==> config.mk <==
export PLATFORM = sky130hd
export DESIGN_NAME = mem_stage
export DESIGN_NICKNAME = d
export VERILOG_FILES = /design/src/rtl/mem_stage.sv
export SDC_FILE = /design/constraint.sdc
export NUM_CORES = 1
export LEC_CHECK = 0
export CAP_MARGIN = 20
export CORE_AREA = 5 5 134 136
export CTS_CLUSTER_DIAMETER = 50
export CTS_CLUSTER_SIZE = 12
export DETAILED_ROUTE_END_ITERATION = 8
export DIE_AREA = 0 0 139 141
export PLACE_DENSITY = 0.8
export SLEW_MARGIN = 30
export SYNTH_ARGS = -nofsm -noshare
export SYNTH_HDL_FRONTEND = slang
export SYNTH_SLANG_ARGS = --single-unit
==> constraint.sdc <==
create_clock -name clk -period 2.2 [get_ports clk]
set_clock_uncertainty 0.15 [all_clocks]
set_input_delay 0.44 -clock clk [delete_from_list [all_inputs] [get_ports clk]]
set_output_delay 0.44 -clock clk [all_outputs]
set_load 0.005 [all_outputs]
==> src/rtl/mem_stage.sv <==
// ----------------------------------------------------------------------------
// mem_stage
// Memory stage of a simple in-order pipeline. Accepts one execute-stage op at
// a time, performs at most one data-memory access through a req/ack
// handshake, and presents the result to writeback as a one-cycle pulse.
//
// Parameters
//   DMEM_TIMEOUT    max cycles to wait for dmem_ack in ACCESS; 0 = wait forever
//
// Ports
//   clk, rst_n           clock (rising edge), asynchronous active-low reset
//   in_valid/in_ready    op handshake from execute (ready only in IDLE)
//   ex_*                 op fields: address/ALU result, store data, rd,
//                        reg-write, load, store, size, unsigned-load
//   dmem_req/we/addr/wdata/be   memory request, held stable in ACCESS
//   dmem_ack/dmem_rdata  memory completion and read word
//   out_valid            one-cycle writeback pulse (DONE state)
//   aluout/read_data/mem_to_reg/rd/reg_write/mem_err   writeback results
// ----------------------------------------------------------------------------
module mem_stage #(
    parameter int unsigned DMEM_TIMEOUT = 0
) (
    input  logic        clk,
    input  logic        rst_n,
    input  logic        in_valid,
    output logic        in_ready,
    input  logic [31:0] ex_aluout,
    input  logic [31:0] ex_store_data,
    input  logic [4:0]  ex_rd,
    input  logic        ex_reg_write,
    input  logic        ex_mem_read,
    input  logic        ex_mem_write,
    input  logic [1:0]  ex_mem_size,
    input  logic        ex_mem_unsigned,
    output logic        dmem_req,
    output logic        dmem_we,
    output logic [31:0] dmem_addr,
    output logic [31:0] dmem_wdata,
    output logic [3:0]  dmem_be,
    input  logic        dmem_ack,
    input  logic [31:0] dmem_rdata,
    output logic        out_valid,
    output logic [31:0] aluout,
    output logic [31:0] read_data,
    output logic        mem_to_reg,
    output logic [4:0]  rd,
    output logic        reg_write,
    output logic        mem_err
);

    typedef enum logic [1:0] {
        ST_IDLE   = 2'd0,
        ST_ACCESS = 2'd1,
        ST_DONE   = 2'd2
    } state_e;

    // Last wait-counter value before the access is declared timed out.
    localparam logic [31:0] TO_LAST = (DMEM_TIMEOUT == 0) ? 32'd0 : 32'(DMEM_TIMEOUT - 1);

    // Select the addressed byte/half of a read word and sign/zero extend it.
    function automatic logic [31:0] load_extend(input logic [31:0] word,
                                                input logic [1:0]  off,
                                                input logic [1:0]  size,
                                                input logic        uns);
        logic [7:0]  b;
        logic [15:0] h;
        logic [31:0] r;
        case (off)
            2'd0:    b = word[7:0];
            2'd1:    b = word[15:8];
            2'd2:    b = word[23:16];
            default: b = word[31:24];
        endcase
        h = off[1] ? word[31:16] : word[15:0];
        case (size)
            2'b00:   r = uns ? {24'd0, b} : {{24{b[7]}}, b};
            2'b01:   r = uns ? {16'd0, h} : {{16{h[15]}}, h};
            default: r = word;
        endcase
        return r;
    endfunction

    state_e      state_q, state_d;
    logic [31:0] cnt_q, cnt_d;
    logic        we_q, we_d;
    logic [31:0] addr_q, addr_d;
    logic [31:0] wdata_q, wdata_d;
    logic [3:0]  be_q, be_d;
    logic [1:0]  size_q, size_d;
    logic [1:0]  off_q, off_d;
    logic        uns_q, uns_d;
    logic        load_q, load_d;
    logic        rw_pend_q, rw_pend_d;
    logic [31:0] alu_pend_q, alu_pend_d;
    logic [4:0]  rd_pend_q, rd_pend_d;
    logic [31:0] aluout_q, aluout_d;
    logic [31:0] read_data_q, read_data_d;
    logic        mem_to_reg_q, mem_to_reg_d;
    logic [4:0]  rd_q, rd_d;
    logic        reg_write_q, reg_write_d;
    logic        mem_err_q, mem_err_d;

    logic        mem_op_s;
    logic        bad_s;
    logic        timeout_s;
    logic [31:0] wdata_s;
    logic [3:0]  be_s;

    assign mem_op_s  = ex_mem_read | ex_mem_write;
    // Misaligned, illegal-size or read+write ops never reach memory.
    assign bad_s     = mem_op_s & ((ex_mem_read & ex_mem_write) |
                                   (ex_mem_size == 2'b11) |
                                   ((ex_mem_size == 2'b01) & ex_aluout[0]) |
                                   ((ex_mem_size == 2'b10) & (ex_aluout[1:0] != 2'b00)));
    assign timeout_s = (DMEM_TIMEOUT != 0) && (cnt_q == TO_LAST);

    // Store lane replication and byte-enable generation from size/offset.
    always_comb begin
        wdata_s = ex_store_data;
        be_s    = 4'b1111;
        case (ex_mem_size)
            2'b00: begin
                wdata_s = {4{ex_store_data[7:0]}};
                be_s    = 4'b0001 << ex_aluout[1:0];
            end
            2'b01: begin
                wdata_s = {2{ex_store_data[15:0]}};
                be_s    = ex_aluout[1] ? 4'b1100 : 4'b0011;
            end
            default: begin
                wdata_s = ex_store_data;
                be_s    = 4'b1111;
            end
        endcase
    end

    // Next-state and result computation for the IDLE/ACCESS/DONE machine.
    always_comb begin
        state_d      = state_q;
        cnt_d        = cnt_q;
        we_d         = we_q;
        addr_d       = addr_q;
        wdata_d      = wdata_q;
        be_d         = be_q;
        size_d       = size_q;
        off_d        = off_q;
        uns_d        = uns_q;
        load_d       = load_q;
        rw_pend_d    = rw_pend_q;
        alu_pend_d   = alu_pend_q;
        rd_pend_d    = rd_pend_q;
        aluout_d     = aluout_q;
        read_data_d  = read_data_q;
        mem_to_reg_d = mem_to_reg_q;
        rd_d         = rd_q;
        reg_write_d  = reg_write_q;
        mem_err_d    = mem_err_q;
        case (state_q)
            ST_IDLE: begin
                if (in_valid) begin
                    if (mem_op_s && !bad_s) begin
                        state_d    = ST_ACCESS;
                        cnt_d      = 32'd0;
                        we_d       = ex_mem_write;
                        addr_d     = {ex_aluout[31:2], 2'b00};
                        wdata_d    = wdata_s;
                        be_d       = be_s;
                        size_d     = ex_mem_size;
                        off_d      = ex_aluout[1:0];
                        uns_d      = ex_mem_unsigned;
                        load_d     = ex_mem_read;
                        rw_pend_d  = ex_reg_write & ~ex_mem_write & (ex_rd != 5'd0);
                        alu_pend_d = ex_aluout;
                        rd_pend_d  = ex_rd;
                    end else begin
                        state_d      = ST_DONE;
                        aluout_d     = ex_aluout;
                        rd_d         = ex_rd;
                        read_data_d  = 32'd0;
                        mem_to_reg_d = 1'b0;
                        mem_err_d    = bad_s;
                        reg_write_d  = ex_reg_write & ~ex_mem_write & (ex_rd != 5'd0) & ~bad_s;
                    end
                end else begin
                    state_d = ST_IDLE;
                end
            end
            ST_ACCESS: begin
                if (dmem_ack) begin
                    state_d      = ST_DONE;
                    aluout_d     = alu_pend_q;
                    rd_d         = rd_pend_q;
                    read_data_d  = load_q ? load_extend(dmem_rdata, off_q, size_q, uns_q) : 32'd0;
                    mem_to_reg_d = load_q;
                    reg_write_d  = rw_pend_q;
                    mem_err_d    = 1'b0;
                end else if (timeout_s) begin
                    state_d      = ST_DONE;
                    aluout_d     = alu_pend_q;
                    rd_d         = rd_pend_q;
                    read_data_d  = 32'd0;
                    mem_to_reg_d = 1'b0;
                    reg_write_d  = 1'b0;
                    mem_err_d    = 1'b1;
                end else begin
                    cnt_d = cnt_q + 32'd1;
                end
            end
            ST_DONE: begin
                // Writeback strobes are pulses; data fields keep their values.
                state_d     = ST_IDLE;
                reg_write_d = 1'b0;
                mem_err_d   = 1'b0;
            end
            default: begin
                state_d     = ST_IDLE;
                reg_write_d = 1'b0;
                mem_err_d   = 1'b0;
            end
        endcase
    end

    // State and datapath registers with asynchronous reset.
    always_ff @(posedge clk or negedge rst_n) begin
        if (!rst_n) begin
            state_q      <= ST_IDLE;
            cnt_q        <= 32'd0;
            we_q         <= 1'b0;
            addr_q       <= 32'd0;
            wdata_q      <= 32'd0;
            be_q         <= 4'd0;
            size_q       <= 2'd0;
            off_q        <= 2'd0;
            uns_q        <= 1'b0;
            load_q       <= 1'b0;
            rw_pend_q    <= 1'b0;
            alu_pend_q   <= 32'd0;
            rd_pend_q    <= 5'd0;
            aluout_q     <= 32'd0;
            read_data_q  <= 32'd0;
            mem_to_reg_q <= 1'b0;
            rd_q         <= 5'd0;
            reg_write_q  <= 1'b0;
            mem_err_q    <= 1'b0;
        end else begin
            state_q      <= state_d;
            cnt_q        <= cnt_d;
            we_q         <= we_d;
            addr_q       <= addr_d;
            wdata_q      <= wdata_d;
            be_q         <= be_d;
            size_q       <= size_d;
            off_q        <= off_d;
            uns_q        <= uns_d;
            load_q       <= load_d;
            rw_pend_q    <= rw_pend_d;
            alu_pend_q   <= alu_pend_d;
            rd_pend_q    <= rd_pend_d;
            aluout_q     <= aluout_d;
            read_data_q  <= read_data_d;
            mem_to_reg_q <= mem_to_reg_d;
            rd_q         <= rd_d;
            reg_write_q  <= reg_write_d;
            mem_err_q    <= mem_err_d;
        end
    end

    assign in_ready   = (state_q == ST_IDLE);
    assign out_valid  = (state_q == ST_DONE);
    assign dmem_req   = (state_q == ST_ACCESS);
    assign dmem_we    = we_q;
    assign dmem_addr  = addr_q;
    assign dmem_wdata = wdata_q;
    assign dmem_be    = be_q;
    assign aluout     = aluout_q;
    assign read_data  = read_data_q;
    assign mem_to_reg = mem_to_reg_q;
    assign rd         = rd_q;
    assign reg_write  = reg_write_q;
    assign mem_err    = mem_err_q;

endmodule
==> results_dict.tcl, run 1 <==
set metrics [dict create \
    status "completed" \
    ys_ff_latch 153 \
    core.rowCount 48 \
    async_reset_ff_frac 1.00 \
    cp_cell_sequence "clkdlybuf4s50_1, xor2_1, o211ai_2, nand3b_1, buf_12, mux2_2" \
    clockBufferDepth 2 \
    crit_path_start "ex_mem_read" \
    cts_root_buffer "clkbuf_16" \
    whs_ps 325 \
    synth_edf_count 0 \
    path_class "in2reg" \
    diodes 0 \
    wirelength_um 20700 \
    synth_top_area_cell "dfrtp_1" \
    finalSetupViolations 0 \
    numCtsBuffers 17 \
    cpMaxStageDelayCell "clkdlybuf4s50_1" \
    io_pins 255 \
    final_cells 1101 \
    dieArea_sq_mm 0.0196 \
    min_period_ps 2100 \
    syn2layout_area_growth_pct 46.4 \
    wire_per_inst_um 18.8 \
    die_w_um 139 \
    peakVddDrop_mv 0.704 \
    ys_types 49 \
    worstReg2RegStart "state_q[1]" \
    max_clock_freq_mhz 477 \
    cts_sinks 153 \
    ys.flop_type "dfrtp_1" \
    maxSlewHeadroom 0.361 \
    dp_hpwl_um 15400 \
    vias 5837 \
    cts.reportedPaths.clkPinSlew_ps 70 \
    timing.rr.end "aluout[25]" \
    htreeDepth 4 \
    syn_area_sq_mm 0.00744 \
    grt_pass1_vias 6064 \
    grt_max_degree 47 \
    io_buffers 252 \
    worst-path-stages 6 \
    most-common-layout-cells "248 x clkdlybuf4s50_1, 151 x dfrtp_1, 74 x mux2_2" \
    cp-end-kind "flop" \
    min_path_type "reg2reg" \
    pwr_density_cell_mw_per_mm2 1210 \
    hold_viol 0 \
    required_ps 2350 \
    start_kind "input pin" \
    reg2regPathDepth 5 \
    core_area_sq_mm 0.0168 \
    layout_worst_path_cycle_share 0.953 \
    power_w 0.0132 \
    drt_pass1_iterations 4 \
    yosys_warnings 0 \
    die_y_um 141 \
    p_leak_nw 4.69 \
    drive_gt1_frac 0.209 \
    grt_setup_unrepaired "no" \
    final_common_cell "clkdlybuf4s50_1" \
    seq_area_sq_mm 0.00383 \
    cp.arrival_ps 2240 \
    synthTopCellsByArea "dfrtp_1 51%, mux2_2 11%, mux2_1 7.0%" \
    drtAntennaViolNets 0 \
    globalplace.congestion 0.855 \
    dp.cells 1063 \
    worstSetupEndpoint "aluout[25]" \
    grt_usage 0.214 \
    cts_tree "done" \
    place_ws_ps -317 \
    initial_utilization 0.443 \
    via_per_inst 5.30 \
    antenna_found_initial 0 \
    clk_latency_ps 410 \
    path_delay_family "buffers and inverters" \
    grt_pass1_wl_um 33500 \
    cp_slowest_stage_delay_ps 500 \
    overflow 0 \
    drc 0 \
    final_util 0.648 \
    cp.buffers_inverters 2 \
    drt-initial-drc-count 246 \
    worstMarginPinSlew_ps 955 \
    slew_viol_final 0 \
    cap_violations 0 \
    ys_seq_area_frac 0.514 \
    synth_top_area_frac 0.514 \
    finalWorstSetupSlack_ps 103 \
    reg2reg_slack_ps 140 \
    crit_fanout 45 \
    nets 974 \
    fillers 1334 \
    syn_inst 609 \
    multi_input_area_sq_mm 0.00310 \
    synth.avg_cell_area_sq_um 12.2 \
]
-- report_power, final --
part | internal, W | total, W | switching, W
Clock | 0.00161 | 0.00290 | 0.00129
Combinational | 0.00343 | 0.00554 | 0.00212
Sequential | 0.00398 | 0.00476 | 0.000781
Total | 0.00901 | 0.0132 | 0.00419
-- cell usage after synthesis (2+ instances only) --
cell / instances
nand2b_1: 3
mux2_1: 46
nand3_1: 2
dfrtp_1: 153
o2bb2ai_1: 10
a22o_1: 6
buf_4: 37
o22ai_1: 14
buf_2: 24
a2bb2oi_1: 6
mux2i_1: 24
o21ai_0: 40
a21oi_1: 12
a211o_1: 2
nor3_1: 2
buf_6: 3
clkbuf_1: 10
a221o_1: 23
nand2_1: 38
nor2b_1: 5
nor2_1: 24
mux4_2: 8
inv_1: 18
mux2_2: 74
-- timing repair --
item,CTS,global route
setup endpoints to repair,3,2
hold buffers,1,0
setup buffers,4,1
endpoints found under the hold margin,41,0
cloned,0,0
resized for setup,4,2
-- area by class of cell --
class,instances,area share
Timing Repair Buffer,309,0.278
Sequential cell,153,0.351
Clock buffer,17,0.0390
Multi-Input combinational cell,364,0.285
Clock inverter,15,0.0145
Inverter,18,0.00620
Tap cell,225,0.0258
-- tightest hold or removal path, stage by stage, from the launching register on --
cell and delay, ps:
dfrtp_1 340, nand2_1 40, o21ai_0 50
-- layer usage --
layer | part of all wire | GRT usage | routed length, um | vias up
met4 | 0.022 | 0.0649 | 455 | 0
met5 | 0 | 0 | 0 | -
li1 | - | - | - | 2687
met1 | 0.42 | 0.272 | 8690 | 2877
met3 | 0.087 | 0.0818 | 1810 | 33
met2 | 0.47 | 0.343 | 9750 | 240
-- per-stage QoR --
stage	TNS, ps	instance area (sq um)
after CTS	0	10900
final	0	10900
after global placement	-30940	10300
after floorplan	0	7450
after global routing	0	10900
after detailed placement	-38420	10300
-- cell families (layout without fill, tap and decap cells) --
family,after synthesis,after routing,share of synthesized area
flip-flops,153,153,0.514
buffers and inverters,93,359,0.0726
AND/OR/NAND/NOR,83,83,0.0509
other,1,2,0.000504
AO/OA/AOI/OAI,126,126,0.122
XOR/XNOR,1,1,0.00118
multiplexers,152,152,0.238
-- how the worst min path moves through the flow --
| stage | startpoint | endpoint | slack [ps] | depth (start not counted) |
|---|---|---|---|---|
| floorplan | rst_n | alu_pend_q[10] | -6 | 0 |
| global placement | rst_n | read_data[13] | 240 | 1 |
| detailed placement | rst_n | read_data[12] | 250 | 1 |
| CTS | dmem_wdata[10] | dmem_wdata[10] | 330 | 2 |
| global route | dmem_wdata[10] | dmem_wdata[10] | 350 | 2 |
| finish | dmem_wdata[10] | dmem_wdata[10] | 320 | 2 |
(Power assumes the default switching activity.)
==> inputs of run 2 (changes only) <==
CORE_AREA = 5 5 132 134   (was 5 5 134 136)
CTS_BUF_LIST = sky130_fd_sc_hd__clkbuf_8   (was default)
DIE_AREA = 0 0 137 139   (was 0 0 139 141)
HOLD_SLACK_MARGIN = 0.08   (was default)
PLACE_DENSITY = 0.82   (was 0.8)
==> run 2 against run 1 <==
Net effect:
- via count shrank 0.81%
- fmax down 0.79%
- largest power group unchanged
- count of clock-buffer cells in the layout unchanged
- wire length up 0.67%
==> results_dict.tcl, run 2 (synthesis gave the netlist of run 1 again) <==
set metrics [dict create \
    status "completed" \
    grt_pass1_vias 6050 \
    required_ps 1610 \
    slew_viol_final 0 \
    max_clock_freq_mhz 473 \
    drtAntennaViolNets 0 \
    fillers 1254 \
    dp_hpwl_um 15600 \
    die_y_um 139 \
    cp.buffers_inverters 1 \
    cp_slowest_stage_delay_ps 530 \
    switchingPower_w 0.00412 \
    clk_latency_ps 440 \
    wirelength_um 20800 \
    seq_power_share 0.377 \
    cap_violations 0 \
    worstMarginPinSlew_ps 975 \
    finalWorstSetupSlack_ps 86.7 \
    via_per_inst 5.27 \
    cts_tree "done" \
    pwr-share-clk 0.170 \
    crit_fanout 4 \
    grt_setup_unrepaired "no" \
    p_int_w 0.00844 \
    fin_setup_tns_ps 0 \
    timing.rr.end "read_data[22]" \
    initial_utilization 0.460 \
    overflow 0 \
    grt_usage 0.221 \
    power_w 0.0126 \
    antenna_found_initial 0 \
    finalSetupViolations 0 \
    reg2regPathDepth 7 \
    cts.reportedPaths.clkPinSlew_ps 90 \
    nets 976 \
    drt_pass1_iterations 5 \
    hp-start "dmem_wdata[31]" \
    postPlaceCellArea_sq_mm 0.0103 \
    grt_pass1_wl_um 33100 \
    min_to "dmem_wdata[31]" \
    hold_viol 0 \
    cpMaxStageDelayCell "clkdlybuf4s50_1" \
    swShare 0.328 \
    final_common_cell "clkdlybuf4s50_1" \
    path_class "reg2out" \
    maxSlewHeadroom 0.347 \
    cts_root_buffer "clkbuf_8" \
    die_w_um 137 \
    io_pins 255 \
    reg2reg_slack_ps 160 \
    whs_ps 335 \
    htreeDepth 4 \
    layout_worst_path_cycle_share 0.961 \
    vias 5790 \
    core.rowCount 47 \
    drive_gt1_frac 0.212 \
    diodes 0 \
    syn2layout_area_growth_pct 44.4 \
    power_frac_comb 0.454 \
    place_ws_ps -317 \
    min_path_type "reg2reg" \
    clockBufferDepth 2 \
    cp.arrival_ps 1520 \
    cts_sinks 153 \
    pwr_density_cell_mw_per_mm2 1170 \
    dieArea_sq_mm 0.0190 \
    wire_per_inst_um 19.0 \
    grt_max_degree 57 \
    peakVddDrop_mv 0.674 \
    worstReg2RegStart "state_q[0]" \
    seq_area_sq_mm 0.00383 \
    fin_area_sq_mm 0.0107 \
    globalplace.congestion 0.885 \
    io_buffers 252 \
    drc 0 \
    most-common-layout-cells "249 x clkdlybuf4s50_1, 151 x dfrtp_1, 74 x mux2_2" \
    cp_cell_sequence "nor2b_1, clkdlybuf4s50_1" \
    path_delay_family "buffers and inverters" \
    multi_input_area_sq_mm 0.00311 \
    cp-end-kind "output port" \
    p_leak_nw 4.63 \
    core_area_sq_mm 0.0162 \
    numCtsBuffers 17 \
    min_period_ps 2110 \
    drt-initial-drc-count 287 \
    start_kind "flop" \
    whs_path_depth 2 \
]
## run 2: cell types whose count changed in the layout (fill, tap and decap cells not counted), moves of 2 or more
cell / change
buf_12: +3
clkinvlp_4: -3
clkbuf_16: -17
inv_8: -2
inv_6: +3
clkbuf_8: +17
## run 2: power groups by stage
stage | logic (W) | clock network (W) | registers [W]
2_1_floorplan | 0.00276 | 0 | 0.00465
3_3_place_gp | 0.00556 | 0 | 0.00473
3_5_place_dp | 0.00569 | 0 | 0.00478
4_1_cts | 0.00579 | 0.00219 | 0.00474
5_1_grt | 0.00617 | 0.00234 | 0.00490
6_report | 0.00570 | 0.00213 | 0.00473
## run 2: how the worst max path moves through the flow
stage / startpoint / endpoint / depth (start not counted) / slack, ps
final: state_q[1] / out_valid / 2 / 90
after global routing: state_q[1] / out_valid / 2 / 7
after CTS: state_q[1] / dmem_req / 2 / 3
after detailed placement: ex_mem_size[0] / read_data[8] / 8 / -320
after global placement: ex_mem_size[0] / dmem_wdata[8] / 5 / -270
after floorplan: in_valid / aluout[0] / 6 / 310
## run 2: metal layers
metal  routed length [um]  share of wire  GRT usage  vias up
met5                    0              0          0        -
met4                  231          0.011     0.0520        0
met3                 2300           0.11     0.0922       18
met2                10100           0.49      0.360      239
met1                 8190           0.39      0.272     2842
li1                     -              -          -     2691
## run 2: cell type report
class	count	share of cell area
Sequential cell	153	0.356
Multi-Input combinational cell	364	0.289
Timing Repair Buffer	311	0.287
Tap cell	220	0.0256
Clock buffer	17	0.0218
Clock inverter	15	0.0142
Inverter	18	0.00629
## run 2: worst register-to-register path, cell delays in order, from the launching register on
cell and delay, ps:
dfrtp_2 430, buf_4 140, nor2b_1 100, a211o_1 180
nand3b_1 170, buf_12 230, buf_12 180, a221o_1 340
## run 2: metrics by stage
stage	utilization	std cells
finish	0.665	1098
global route	0.665	1098
global placement	0.636	1058
detailed placement	0.636	1058
CTS	0.664	1098
floorplan	-	610
## run 2: what timing repair did
action                                  in CTS  in global routing
endpoints found under the hold margin       50                  0
endpoints found under the setup margin       3                  4
hold buffers                                 1                  0
pin swaps                                    1                  0
buffers inserted                             7                  0
resized for setup                            4                  2
==> inputs of run 3 (changes only) <==
REMOVE_ABC_BUFFERS = 1   (was default)
==> run 3 against run 2 <==
Net effect:
- final cell count is 0.46% higher
- final area hardly changed
- combinational power is 2% higher
- largest power group unchanged
- sequential share of layout area hardly changed
- sequential cell count stayed put
- wire length is 0.22% higher
- count of clock-buffer cells in the layout is 3 higher
==> results_dict.tcl, run 3 (synthesis gave the netlist of run 1 again) <==
set metrics [dict create \
    required_ps 2370 \
    die_y_um 139 \
    htreeDepth 4 \
    wire_per_inst_um 18.9 \
    cts_root_buffer "clkbuf_8" \
    start_kind "flop" \
    final_cells 1103 \
    crit_fanout 17 \
    min_period_ps 2060 \
    worstMarginPinSlew_ps 683 \
    layout_worst_path_cycle_share 0.936 \
    seq_area_sq_mm 0.00383 \
    grt_pass1_vias 6211 \
    core.rowCount 47 \
    diodes 0 \
    overflow 0 \
    grt_pass1_wl_um 33300 \
    hold_viol 0 \
    globalplace.congestion 0.858 \
    initial_utilization 0.460 \
    peakVddDrop_mv 0.732 \
    numCtsBuffers 17 \
    status "completed" \
    syn2layout_area_growth_pct 44.5 \
    grt_usage 0.221 \
    cp-end-kind "flop" \
    cap_violations 0 \
    clk_latency_ps 430 \
    cts.reportedPaths.clkPinSlew_ps 80 \
    io_buffers 252 \
    pwr_density_cell_mw_per_mm2 1160 \
    io_pins 255 \
    clockBufferDepth 2 \
    maxSlewHeadroom 0.544 \
    dp.cells 1066 \
    drive_gt1_frac 0.215 \
    vias 5870 \
    dieArea_sq_mm 0.0190 \
    die_w_um 137 \
    antenna_found_initial 1 \
    min_path_type "reg2reg" \
    max_clock_freq_mhz 486 \
    cp.arrival_ps 2230 \
    multi_input_area_sq_mm 0.00311 \
    postPlaceCellArea_sq_mm 0.0103 \
    final_common_cell "clkdlybuf4s50_1" \
    cts_sinks 153 \
    cts_tree "done" \
    p_leak_nw 4.64 \
    drtAntennaViolNets 0 \
    via_per_inst 5.32 \
    wirelength_um 20900 \
    core_area_sq_mm 0.0162 \
    most-common-layout-cells "248 x clkdlybuf4s50_1, 151 x dfrtp_1, 74 x mux2_2" \
    drt-initial-drc-count 271 \
    nets 984 \
    fin_area_sq_mm 0.0108 \
    path_class "reg2reg" \
    grt_setup_unrepaired "no" \
    dp_hpwl_um 15800 \
    drt_pass1_iterations 4 \
    slew_viol_final 0 \
    drc 0 \
    grt_max_degree 52 \
    fillers 1244 \
    finalSetupViolations 0 \
]
-- run 3: cell types whose count changed in the layout (fill, tap and decap cells not counted), sizes merged --
cell / change
clkinv: +2
clkbuf: +3
dlygate4sd2: +1
inv: -9
clkdlybuf4s50: -1
buf: +8
clkinvlp: +1
-- run 3: where the power goes --
| part | total [W] | switching [W] | leakage, nW | internal (W) |
|---|---|---|---|---|
| Sequential | 0.00473 | 0.000755 | 1.91 | 0.00397 |
| Combinational | 0.00580 | 0.00219 | 2.55 | 0.00360 |
| Clock | 0.00197 | 0.00102 | 0.183 | 0.000955 |
-- run 3: cell type report --
class | instances | share of cell area
sequential | 153 | 0.356
timing repair buffer | 319 | 0.290
multi-input combinational | 364 | 0.289
clock buffer | 20 | 0.0256
tap | 220 | 0.0256
clock inverter | 9 | 0.00721
inverter | 18 | 0.00628
-- run 3: worst max-delay path, stage by stage (launching register included) --
cell	delay [ps]
dfrtp_2	440
buf_4	170
nor2_4	120
buf_4	150
o211ai_2	100
nand3b_1	110
buf_4	170
buf_12	170
mux2_2	350
-- run 3: what timing repair did --
item,CTS,global route
resized for setup,7,2
endpoints found under the hold margin,34,0
pin swaps,1,0
hold buffers,1,0
buffers inserted,7,0
gates cloned,0,0
endpoints found under the setup margin,5,9
-- run 3: layer usage --
| metal | vias to the layer above | global-route usage | share of wire |
|---|---|---|---|
| li1 | 2712 | - | - |
| met4 | 2 | 0.0814 | 0.029 |
| met3 | 45 | 0.0740 | 0.081 |
| met2 | 223 | 0.360 | 0.49 |
| met1 | 2888 | 0.273 | 0.40 |
| met5 | - | 0 | 0.00062 |
-- run 3: worst paths after layout --
| kind | startpoint | endpoint | slack [ps] | cells past startpoint |
|---|---|---|---|---|
| max | state_q[1] | aluout[31] | 140 | 8 |
| min | dmem_wdata[11] | dmem_wdata[11] | 330 | 2 |
| max reg2reg | state_q[1] | aluout[31] | 140 | 8 |
| min reg2reg | dmem_wdata[11] | dmem_wdata[11] | 330 | 2 |
| max in group asynchronous | rst_n | read_data[25] | 950 | 3 |
| min in group asynchronous | rst_n | read_data[7] | 340 | 2 |
-- run 3: stage by stage --
| step | utilization | worst slack [ps] | total power, W | hold slack (ps) | TNS (ps) |
|---|---|---|---|---|---|
| floorplan | - | -1880 | 0.00688 | -5.59 | -211160 |
| global placement | 0.638 | -230 | 0.0103 | 221 | -25290 |
| detailed placement | 0.638 | -275 | 0.0105 | 221 | -31770 |
| CTS | 0.665 | 27.4 | 0.0126 | 319 | 0 |
| global route | 0.665 | 72.5 | 0.0133 | 351 | 0 |
| finish | 0.665 | 141 | 0.0125 | 332 | 0 |
==> variant 1, RTL diff (config.mk and constraints of run 2) <==
Encoding of `state_e`: now one-hot (3 bits for 3 states).
--- a/src/rtl/mem_stage.sv
+++ b/src/rtl/mem_stage.sv
@@ -48,10 +48,10 @@
     output logic        mem_err
 );
 
-    typedef enum logic [1:0] {
-        ST_IDLE   = 2'd0,
-        ST_ACCESS = 2'd1,
-        ST_DONE   = 2'd2
+    typedef enum logic [2:0] {
+        ST_IDLE   = 3'b001,
+        ST_ACCESS = 3'b010,
+        ST_DONE   = 3'b100
     } state_e;
 
     // Last wait-counter value before the access is declared timed out.
Function: no difference found for any inputs over 4 cycles, from zero or initial values and one cycle with rst_n low; so few cycles prove little.
==> variant 1 against run 2 <==
- synthesized area grew 2.1%
- wire length grew 6.2%
- cell count grew 1.4%
- maximum frequency shrank 0.63%
- power shrank 8.9%
- global-route usage grew 1.0 points
- critical endpoint is now in_ready
- final area grew 1.3%
- sequential cell count grew 1
- critical path type unchanged
- worst setup slack lost 0.013 ns
- combinational power shrank 16%
==> variant 1: results (changes against run 2) <==
| Metric | Value |
|---|---|
| Status | finished, final reports clean (unchanged) |
| Routability cong. | 0.9387 (was 0.8848) |
| Post-synthesis mux area share | 0.2347 (was 0.2380) |
| Routed WL | 22,140 um (was 20,840 um) |
| Comb_multi_in | 376 (was 364) |
| Post-Synth XOR/XNOR Area | 0.002306 (was 0.001177) |
| Share of cells above drive strength 1 | 0.2679 (was 0.2118) |
| Synth area leaders | dfrtp_1 (50%), mux2_2 (18%), buf_4 (3.4%) (was dfrtp_1 (51%), mux2_2 (11%), mux2_1 (7.0%)) |
| Worst-margin pin slew | 0.9108 ns (was 0.9754 ns) |
| Final nets | 990 (was 976) |
| CP Data Arrival Time | 1.54 ns (was 1.52 ns) |
| Pin count of the biggest net entering global routing | 45 (was 57) |
| VDD IR-drop max | 0.0007189 V (was 0.0006740 V) |
| Area of the multi-input gates | 3201 um2 (was 3105 um2) |
| Comb power frac | 0.420 (was 0.454) |
| DP Cell Count | 1,074 (was 1,058) |
| Synth Area in Adders | 0.001318 (was 0) |
| Post-CTS setup buffers | 2 (was 7) |
| Cell-internal power | 7.850 mW (was 8.440 mW) |
| Flop pwr share | 0.402 (was 0.377) |
| HPWL after detailed placement | 16,570 um (was 15,590 um) |
| Dpl ws | -0.3277 ns (was -0.3170 ns) |
| CP max FO | 2 (was 4) |
| Yosys cell types | 48 (was 49) |
| Vias in the first global route | 6,501 (was 6,050) |
| DR iter-0 viols | 345 (was 287) |
| Seq/total area | 0.3540 (was 0.3564) |
| GRT Overall Usage | 0.2305 (was 0.2206) |
| Per-cell routed wire length | 19.89 um (was 18.98 um) |
| Clock buffers | 20 (was 17) |
| Signal buffers share of area | 0.2866 (was 0.2868) |
| Dpl cell area | 10,400 um2 (was 10,290 um2) |
| Clock sink count | 154 (was 153) |
| Synth Area in Compound Gates | 0.1186 (was 0.1224) |
| Vias/cell | 5.444 (was 5.273) |
-- variant 1: worst max-delay path: cells and delay by family, from the launching register on --
kind | cells | cell delay [ns]
flip-flops | 1 | 0.53
AND/OR/NAND/NOR | 1 | 0.40
buffers and inverters | 2 | 0.16
-- variant 1: routing by layer --
metal | GRT usage | wire [um]
met3 | 0.08527 | 2283
met2 | 0.3816 | 11010
met1 | 0.2699 | 8155
met5 | 0 | 0
met4 | 0.09191 | 694
-- variant 1: worst paths after layout --
kind | start | endpoint | slack (ns) | cells after the start
max | state_q[0] | in_ready | 0.07 | 3
max reg2reg | state_q[0] | aluout[31] | 0.07 | 8
max in group asynchronous | rst_n | mem_err | 0.91 | 3
min | dmem_wdata[15] | dmem_wdata[15] | 0.34 | 2
min reg2reg | dmem_wdata[15] | dmem_wdata[15] | 0.34 | 2
min in group asynchronous | rst_n | alu_pend_q[10] | 0.35 | 2
==> variant 2, RTL diff (settings of run 2) <==
Without the edit above. Make the reset (`rst_n`) synchronous in one clocked block. Comments in the files are not updated.
--- a/src/rtl/mem_stage.sv
+++ b/src/rtl/mem_stage.sv
@@ -221,7 +221,7 @@
     end
 
     // State and datapath registers with asynchronous reset.
-    always_ff @(posedge clk or negedge rst_n) begin
+    always_ff @(posedge clk) begin
         if (!rst_n) begin
             state_q      <= ST_IDLE;
             cnt_q        <= 32'd0;
Check against the original RTL: differs if rst_n is asserted again (counterexample within 4 cycles, from zero or initial values and one cycle with rst_n low); with rst_n held inactive, the same outputs for 4 cycles.
==> variant 2 against run 2 <==
- count of clock-buffer cells in the layout up 2
- first-iteration DRC count up 75%
- final area down 5.2%
- wire length up 10%
- register-to-register slack better by 0.03 ns
- sequential share of layout area down 5.6 points
- synthesized area down 6.0%
- worst setup slack better by 0.066 ns
- sequential cell count unchanged
Power is not compared: it rests on default switching activity, and its combinational part moved more than twofold at a synthesized area within 25%.
==> variant 2: results (changes against run 2) <==
| Metric | Value |
|---|---|
| Dpl cell area | 9764 um2 (was 10,290 um2) |
| Vias/cell | 5.484 (was 5.273) |
| Pin count of the biggest net entering global routing | 53 (was 57) |
| Max Used Layer | met5 (was met4) |
| Met3 Routed Length | 2259 um (was 2301 um) |
| Yosys cell types | 45 (was 49) |
| Worst R2R End | read_data[30] (was read_data[22]) |
| Met2 WL | 10,670 um (was 10,120 um) |
| Per-cell routed wire length | 18.60 um (was 18.98 um) |
| Worst Hold Depth | 2 (unchanged) |
| Flop2flop setup slack | 0.19 ns (was 0.16 ns) |
| Synth area leaders | dfxtp_1 (44%), mux2i_1 (7.6%), a21oi_1 (7.3%) (was dfrtp_1 (51%), mux2_2 (11%), mux2_1 (7.0%)) |
| Worst Hold Launch | dmem_we (was dmem_wdata[31]) |
| Routability cong. | 0.8395 (was 0.8848) |
| Wl on met1 | 9221 um (was 8194 um) |
| Worst Hold End | dmem_we (was dmem_wdata[31]) |
| DR iter-0 viols | 502 (was 287) |
| Final nets | 1,111 (was 976) |
| Worst-skew pair later-pin latency | 0.45 ns |
| PortBufs | 252 (unchanged) |
| CP max FO | 15 (was 4) |
| Status | finished, final reports clean (unchanged) |
| Vias in the first global route | 6,718 (was 6,050) |
| Filler cell count | 1,353 (was 1,254) |
| Initial antenna violation count | 1 (was 0) |
| VDD IR-drop max | 0.0004289 V |
| Met3 usage | 0.08890 (was 0.09216) |
| Met1 Use GR | 0.2851 (was 0.2720) |
| Worst-margin pin slew | 0.8208 ns (was 0.9754 ns) |
| M2 GR Usage | 0.3734 (was 0.3602) |
| HPWL after detailed placement | 16,740 um (was 15,590 um) |
| Worst R2R Start | state_q[0] (unchanged) |
| Share of cells above drive strength 1 | 0.1096 (was 0.2118) |
| GRT Overall Usage | 0.2347 (was 0.2206) |
| R2r worst-path depth | 4 (was 7) |
| Sequential area share after synthesis | 0.4379 (was 0.5144) |
| First-pass GRT wire length | 35,640 um (was 33,110 um) |
| FFs w/ async S/R, synth | 0 (was 1.000) |
## variant 2: layout make-up
type	instances	area, um2	area share
Clock buffer	19	261.5	0.02565
Multi-Input combinational cell	507	3343	0.3280
Sequential cell	153	3064	0.3006
Tap cell	220	275.3	0.02700
Timing Repair Buffer	306	3024	0.2967
Clock inverter	13	166.4	0.01633
Inverter	15	58.81	0.005769
## variant 2: stage by stage
| stage | std cells | TNS [ns] | setup slack [ns] | hold slack (ns) |
|---|---|---|---|---|
| floorplan | 779 | 0 | 0.3600 | 0.2860 |
| global placement | 1201 | -28.43 | -0.3513 | 0.2909 |
| detailed placement | 1201 | -32.80 | -0.4328 | 0.2965 |
| CTS | 1233 | 0 | 0.03736 | 0.3086 |
| global route | 1233 | 0 | 0.05696 | 0.3227 |
| finish | 1233 | 0 | 0.1526 | 0.3062 |
## variant 2: worst max-delay path by stage
stage	startpoint	to	slack (ns)	cells past startpoint
global placement	dmem_ack	read_data[24]	-0.35	5
floorplan	ex_aluout[0]	dmem_be[0]	0.36	7
CTS	dmem_ack	read_data[30]	0.04	5
detailed placement	dmem_ack	read_data[19]	-0.43	5
finish	dmem_ack	read_data[30]	0.15	5
global route	state_q[1]	out_valid	0.06	3
## variant 2: critical path: stages
cell             delay, ns
clkdlybuf4s50_1       0.48
and4b_1               0.21
nand2_1               0.19
nor4b_4               0.74
a221o_1               0.22
## variant 2: cells by family (layout without fill, tap and decap cells)
| group | Yosys count | count (layout) | synth area share |
|---|---|---|---|
| flops | 153 | 153 | 0.4379 |
| buf+inv | 119 | 353 | 0.09141 |
| other cells | 1 | 2 | 0.0005362 |
| xor+xnor | 1 | 1 | 0.002326 |
| compound gates | 261 | 261 | 0.2555 |
| mux | 62 | 62 | 0.1048 |
| simple gates | 181 | 181 | 0.1075 |
